## src/rtl/uart_byte_receiver.sv

```systemverilog
// 8N1 UART byte receiver: 2-flop synchroniser, mid-bit sampling FSM, one-cycle result strobes.
// Optional 8E1 even-parity checking is enabled by defining UART_RX_PARITY_EN.
module uart_byte_receiver #(
   parameter int CLKS_PER_BIT = 434,
   parameter int CNT_W        = 16
) (
   input  logic       clock_in,
   input  logic       reset,
   input  logic       rx_in,
   output logic [7:0] data_out,
   output logic       valid_out,
   output logic       frame_error_out,
   output logic       parity_error_out,
   output logic       busy_out
);

`ifdef UART_RX_PARITY_EN
   typedef enum logic [2:0] {IDLE, START, DATA, PARITY, STOP, WAIT_IDLE} state_t;
`else
   typedef enum logic [2:0] {IDLE, START, DATA, STOP, WAIT_IDLE} state_t;
`endif

   localparam logic [CNT_W-1:0] BIT_LAST  = CNT_W'(CLKS_PER_BIT - 1);
   localparam logic [CNT_W-1:0] HALF_LAST = CNT_W'(CLKS_PER_BIT / 2 - 1);

   state_t           state, state_nxt;
   logic [CNT_W-1:0] cnt, cnt_nxt;
   logic [2:0]       bit_idx, bit_nxt;
   logic [7:0]       shreg, sh_nxt;
   logic [7:0]       data_nxt;
   logic             valid_nxt, ferr_nxt;
   logic             rx_meta, rx_s;

`ifdef UART_RX_PARITY_EN
   logic par_bad, par_nxt, perr_nxt, perr_q;
`endif

   always_ff @(posedge clock_in or posedge reset) begin
      if (reset) begin
         rx_meta <= 1'b1;
         rx_s    <= 1'b1;
      end else begin
         rx_meta <= rx_in;
         rx_s    <= rx_meta;
      end
   end

   always_ff @(posedge clock_in or posedge reset) begin
      if (reset) begin
         state           <= IDLE;
         cnt             <= '0;
         bit_idx         <= '0;
         shreg           <= '0;
         data_out        <= '0;
         valid_out       <= 1'b0;
         frame_error_out <= 1'b0;
`ifdef UART_RX_PARITY_EN
         par_bad         <= 1'b0;
         perr_q          <= 1'b0;
`endif
      end else begin
         state           <= state_nxt;
         cnt             <= cnt_nxt;
         bit_idx         <= bit_nxt;
         shreg           <= sh_nxt;
         data_out        <= data_nxt;
         valid_out       <= valid_nxt;
         frame_error_out <= ferr_nxt;
`ifdef UART_RX_PARITY_EN
         par_bad         <= par_nxt;
         perr_q          <= perr_nxt;
`endif
      end
   end

   always_comb begin
      state_nxt = state;
      cnt_nxt   = cnt + CNT_W'(1);
      bit_nxt   = bit_idx;
      sh_nxt    = shreg;
      data_nxt  = data_out;
      valid_nxt = 1'b0;
      ferr_nxt  = 1'b0;
`ifdef UART_RX_PARITY_EN
      par_nxt   = par_bad;
      perr_nxt  = 1'b0;
`endif
      case (state)
         IDLE: begin
            cnt_nxt = '0;
            if (!rx_s) state_nxt = START;
         end
         START: begin
            // Half a bit in: a line that is high again was only a glitch.
            if (cnt == HALF_LAST) begin
               cnt_nxt   = '0;
               bit_nxt   = '0;
               state_nxt = rx_s ? IDLE : DATA;
            end
         end
         DATA: begin
            if (cnt == BIT_LAST) begin
               cnt_nxt = '0;
               sh_nxt  = {rx_s, shreg[7:1]};
               bit_nxt = bit_idx + 3'd1;
`ifdef UART_RX_PARITY_EN
               if (bit_idx == 3'd7) state_nxt = PARITY;
`else
               if (bit_idx == 3'd7) state_nxt = STOP;
`endif
            end
         end
`ifdef UART_RX_PARITY_EN
         PARITY: begin
            if (cnt == BIT_LAST) begin
               cnt_nxt   = '0;
               par_nxt   = ^{shreg, rx_s};
               state_nxt = STOP;
            end
         end
`endif
         STOP: begin
            if (cnt == BIT_LAST) begin
               cnt_nxt = '0;
               if (rx_s) begin
                  state_nxt = IDLE;
`ifdef UART_RX_PARITY_EN
                  if (par_bad) begin
                     perr_nxt = 1'b1;
                  end else begin
                     data_nxt  = shreg;
                     valid_nxt = 1'b1;
                  end
`else
                  data_nxt  = shreg;
                  valid_nxt = 1'b1;
`endif
               end else begin
                  // Bad stop wins over any parity result; wait out a break.
                  ferr_nxt  = 1'b1;
                  state_nxt = WAIT_IDLE;
               end
            end
         end
         WAIT_IDLE: begin
            cnt_nxt = '0;
            if (rx_s) state_nxt = IDLE;
         end
         default: begin
            cnt_nxt   = '0;
            state_nxt = IDLE;
         end
      endcase
   end

`ifdef UART_RX_PARITY_EN
   assign parity_error_out = perr_q;
`else
   assign parity_error_out = 1'b0;
`endif

   assign busy_out = (state != IDLE);

endmodule

```

## config.mk

```make
export PLATFORM = sky130hd
export DESIGN_NAME = uart_byte_receiver
export DESIGN_NICKNAME = d
export VERILOG_FILES = /design/src/rtl/uart_byte_receiver.sv
export SDC_FILE = /design/constraint.sdc
export NUM_CORES = 1
export LEC_CHECK = 0
export CELL_PAD_IN_SITES_DETAIL_PLACEMENT = 1
export CELL_PAD_IN_SITES_GLOBAL_PLACEMENT = 1
export CORE_AREA = 8 8 90 68
export CTS_CLUSTER_SIZE = 30
export DETAILED_ROUTE_END_ITERATION = 12
export DIE_AREA = 0 0 98 76
export GPL_TIMING_DRIVEN = 0
export PLACE_DENSITY_LB_ADDON = 0.1
export SETUP_SLACK_MARGIN = 0.4
export SYNTH_ARGS = -nofsm -noshare
export SYNTH_HDL_FRONTEND = slang
export SYNTH_SLANG_ARGS = --single-unit
```

## constraint.sdc

```tcl
create_clock -name clock_in -period 2.46 [get_ports clock_in]
set_input_delay 0.369 -clock clock_in [delete_from_list [all_inputs] [get_ports clock_in]]
set_output_delay 0.369 -clock clock_in [all_outputs]
set_load 0.01 [all_outputs]
```

# After elaboration in Yosys (flattened, before gate mapping)
# Index checks and enable logic that the tools add are counted.
dict set report totals {
  in_bits 3
  wordCells 53
  reg_bits 42
}
dict set report classes {
  n_eq_ne 13
  n_mux 21
  add_sub_neg 2
  n_reduce_logical 8
}
# op count
set ops {}
lappend ops {{$mux W16} 2}
lappend ops {{$pmux W16 S2} 1}
lappend ops {{$mux W3} 9}
lappend ops {{$add A16 B1 Y16 const B} 1}
lappend ops {{$eq A16 B8 Y1 const B} 1}
lappend ops {{$eq A16 B9 Y1 const B} 1}
lappend ops {{$pmux W3 S5} 1}
lappend ops {{$ne A2 B2 Y1 const B} 6}
lappend ops {{$eq A3 B2 Y1 const B} 2}
lappend ops {{$eq A3 B3 Y1 const B} 2}
lappend ops {{$mux W1} 6}
lappend ops {{$pmux W3 S2} 1}
lappend ops {{$reduce_and A3 Y1} 2}
lappend ops {{$reduce_and A6 Y1} 1}
lappend ops {{$add A3 B1 Y3 const B} 1}
lappend ops {{$eq A3 B1 Y1 const B} 1}
lappend ops {{$logic_not A3 Y1} 1}
lappend ops {{$reduce_bool A3 Y1} 1}
lappend ops {{$mux W2} 1}
lappend ops {{$reduce_and A2 Y1} 1}
lappend ops {{$reduce_bool A2 Y1} 1}
lappend ops {{$reduce_or A2 Y1} 1}

# Depth between registers and ports, before layout
dict set report depth {
  ltp_word 4
  mapped_depth 7
}

# Least setup slack after synthesis
# Ideal clock, no wire load.
dict set report synth_timing {
  kind {flip-flop to flip-flop}
  start {register cnt[1]}
  end {register shreg[0]}
  stages_incl_launch_ff 7
  arrival_time_ps 1660
  t_required_ps 2335
  slack_ps 675
  n_path_buf 0
  path_cell_list {dfrtp_1 -> inv_1 -> ha_1 -> and4b_1 -> nand2_1 -> nor3_4 -> mux2_2}
}
dict set report synth_between {
  elab_chain_cells 2
}
# element line
set synth_rtl {}
lappend synth_rtl {{start: declaration} 27} ;# logic [CNT_W-1:0] cnt, cnt_nxt;
lappend synth_rtl {{start signal: assignment} 63} ;# cnt <= cnt_nxt;
lappend synth_rtl {{$eq A16 B9 Y1} 102} ;# if (cnt == BIT_LAST) begin
lappend synth_rtl {{$reduce_and A2 Y1 (no line)} -}
lappend synth_rtl {{end signal: assignment} 65} ;# shreg <= sh_nxt;
lappend synth_rtl {{end: declaration} 29} ;# logic [7:0] shreg, sh_nxt;
# Every way passes these cells.
# A chain may end at the register's enable or synchronous reset.

# Final worst setup path
dict set report layout_timing {
  start {register cnt[0]}
  end {register bit_idx[0]}
}
dict set report layout_between {
  elab_chain_cells 3
  word_cells_on_any_way 5
}
# element line
set layout_rtl {}
lappend layout_rtl {{$eq A16 B9 Y1 / $eq A16 B8 Y1 (equally long branches)} {102, 95}}
lappend layout_rtl {{$ne A2 B2 Y1 (no line)} -}
lappend layout_rtl {{$reduce_and A3 Y1 (no line) (*)} -}
lappend layout_rtl {{end signal: assignment} 64} ;# bit_idx <= bit_nxt;
lappend layout_rtl {{end: declaration} 28} ;# logic [2:0] bit_idx, bit_nxt;
# Mark *: on every way between the ends. The rest lies on a longest branch, timed or not.

==> run metrics <==
area share of the leading cell type in the synthesized netlist 0.490; P_int between 1 and 1.5 mW; H-tree Lvls 2; CP max stage delay roughly 480 ps; Reg2Reg Depth 6; combinational share of power 0.016; Min-Delay Path Depth 0; # nets final about 220; sequential share of power 0.547; final hold slack between 300 and 400 ps; FP Rows 22; Async S/R FF share, synth 1.00; Syn. warnings 0; Slew Limit Fails 0; WL/cell about 17 µm; drt total wl around 4700 µm; global-route wire length before repair 7660 µm; design area around 2500 µm²; Hold Violations, Final 0; clock skew approximately 10 ps; Startpoint Class flop; net switching power between 200 and 300 µW; min Tclk post-route a little under 2000 ps; Leak 1.07 nW; Area growth syn-to-layout 20.5%; Crit Path Class reg2reg; Net Count, Synth roughly 190; die area between 7000 and 8000 µm²; Worst Setup SP cnt[0]; global route overflow 0; Placer Congestion approximately 0.77; die extent in x around 98 µm; DP Wirelength 3230 µm; Crit. End Element flop; Worst-path clk slew approximately 90 ps; CTS Buf Count 5; Synth Cell Area ~2000 µm²; EDFF count, synth 0; Setup violations, final 0; TritonCTS clock tree yes; sequential area share after synthesis 0.516; synthesized area per cell about 11 µm²; unrepaired setup endpoints after global routing no; flops & latches, synth 42; worst-path cell chain inv_1 > ha_1 > nor4bb_1 > nand4_1 > a21oi_2 > mux2_2; critical path arrival 2100 ps; # fillers roughly 530; initial antenna violation count 0; leading area contributor after synthesis dfrtp_1; Peak VDD IR 0.252 mV; placed cell areas about 2200 µm²; Sw Ratio 0.211; crit-path max FO 8; slowest CP cell dfrtp_1; largest net degree at the start of global routing 43; WHS Endpoint rx_s; layout cells sized above 1 0.245; Via density between 5 and 6; Worst-Skew Late Latency around 300 ps; CTS Hold Bufs 0; slew margin rel. 0.430; Yosys cell types 39; maxcap violations 0; Die Y between 70 and 80 µm; fmax 521 MHz; core area around 4900 µm²; I/O Buffers 13; clock share of power 0.437; CP Data Required Time ~2600 ps; n_diodes 0; Final period util 0.781; I/O pin count 15; Top FF cell, synth dfrtp_1; Mapped Cells 181; Worst R2R End bit_idx[0]; number of nets with antenna violations after routing 0; Root Buffer clkbuf_8; flop2flop setup slack 540 ps; final worst setup slack 539 ps; reg-to-reg startpoint cnt[0]; Area contributors post-synth dfrtp_1 (49%), mux2_2 (9.4%), xnor2_1 (4.7%); PD cells just over 500 nW/µm²; Hold Crit Start rx_meta; Residual DRC 0; Starting Density 0.419; Setup WS pre-CTS 384 ps; Pre-antenna DRT Iters 4; status completed; Worst Hold Class reg2reg; DRT iter0 DRCs 54; vias in the first global route roughly 1500; Total GRT Usage 0.128; CTS Buffer Depth 2; setup_tns 0 ps; Sink Count 42; worst-margin pin slew between 800 and 900 ps; via count between 1000 and 1500
==> synthesized netlist by cell type (3+ instances only) <==
library cell   n
dfrtp_1       40
a21oi_1       17
mux2_2        17
nand3_1       11
xnor2_1       11
inv_1         10
nor2_1         9
nand2_1        8
ha_1           5
nand4_1        5
nor3_1         5
buf_2          3
buf_4          3
nor3b_1        3
nor4_1         3
xor2_1         3
==> layer usage <==
layer	up-vias	global-route usage	routed length, µm
met5	-	0	0
met2	15	0.203	2230
met1	722	0.163	2260
met4	0	0.0295	23
met3	2	0.0447	156
li1	686	-	-
==> kinds of logic (layout without fill, tap and decap cells) <==
kind of cell | Yosys count | count (layout) | synth area share
fa+ha+maj | 5 | 5 | 0.0306
xor+xnor | 14 | 14 | 0.0600
mux | 19 | 19 | 0.103
other cells | 1 | 1 | 0.00184
buf+inv | 17 | 44 | 0.0386
flops | 42 | 42 | 0.516
compound gates | 24 | 24 | 0.0686
simple gates | 59 | 59 | 0.181
==> worst max-delay path by stage <==
stage                      end  slack (ps)  depth (start not counted)
floorplan             shreg[0]         680                          6
finish              bit_idx[0]         540                          6
CTS                   busy_out         410                          3
detailed placement    state[0]         380                          7
global placement      state[2]         280                          2
global route          shreg[4]         440                          7
==> metrics by stage <==
stage               power (mW)  cells   util
floorplan                0.721    181      -
global placement         0.728    254  0.461
detailed placement       0.730    254  0.461
CTS                       1.28    262  0.487
global route              1.31    268  0.505
finish                    1.27    268  0.505
==> power by group through the flow <==
stage                     logic, mW  clock network (mW)  registers, mW
final                        0.0201               0.555          0.695
after global routing         0.0241               0.595          0.695
after CTS                    0.0217               0.567          0.695
after detailed placement     0.0217                   0          0.708
after global placement       0.0200                   0          0.708
after floorplan              0.0133                   0          0.708
==> registers in the layout (all words and copies together), names as in the netlist <==
name,count
shreg,8
cnt,16
data_out,8
valid_out,1
frame_error_out,1
bit_idx,3
state,3
rx_meta,1
rx_s,1
==> area by class of cell <==
| type | count | area [µm²] | area share |
|---|---|---|---|
| Clock buffer | 5 | 68.8 | 0.0279 |
| Inverter | 10 | 37.5 | 0.0152 |
| Clock inverter | 3 | 43.8 | 0.0178 |
| Tap cell | 60 | 75.1 | 0.0305 |
| Multi-Input combinational cell | 122 | 940 | 0.382 |
| Timing Repair Buffer | 19 | 203 | 0.0823 |
| Buffer | 7 | 41.3 | 0.0168 |
| Sequential cell | 42 | 1050 | 0.428 |
==> what timing repair did <==
action                     in CTS  in global routing
gates resized for setup         2                  5
cloned                          0                  0
setup buffers                   0                  6
hold endpoints to repair        0                  0
setup endpoints to repair       8                 29
pin swaps                       0                  3
==> layout by cell type, fill, tap and decap left out, drive strengths merged, types with 5 or more instances in the layout <==
| master | instances |
|---|---|
| a21oi | 17 |
| buf | 12 |
| clkbuf | 6 |
| clkdlybuf4s50 | 12 |
| dfrtp | 40 |
| ha | 5 |
| inv | 11 |
| mux2 | 17 |
| nand2 | 8 |
| nand3 | 12 |
| nand4 | 5 |
| nor2 | 9 |
| nor3 | 7 |
| xnor2 | 11 |
==> worst max-delay path: cells and delay by family, from the launching register on <==
kind,cells,cell delay [ps]
AOI/OAI and AO/OA,1,290
adders and majority gates,1,130
buffers and inverters,1,100
DFF,1,480
muxes,1,370
and+or+nand+nor,2,430
Power figures use the tool's default switching activity.
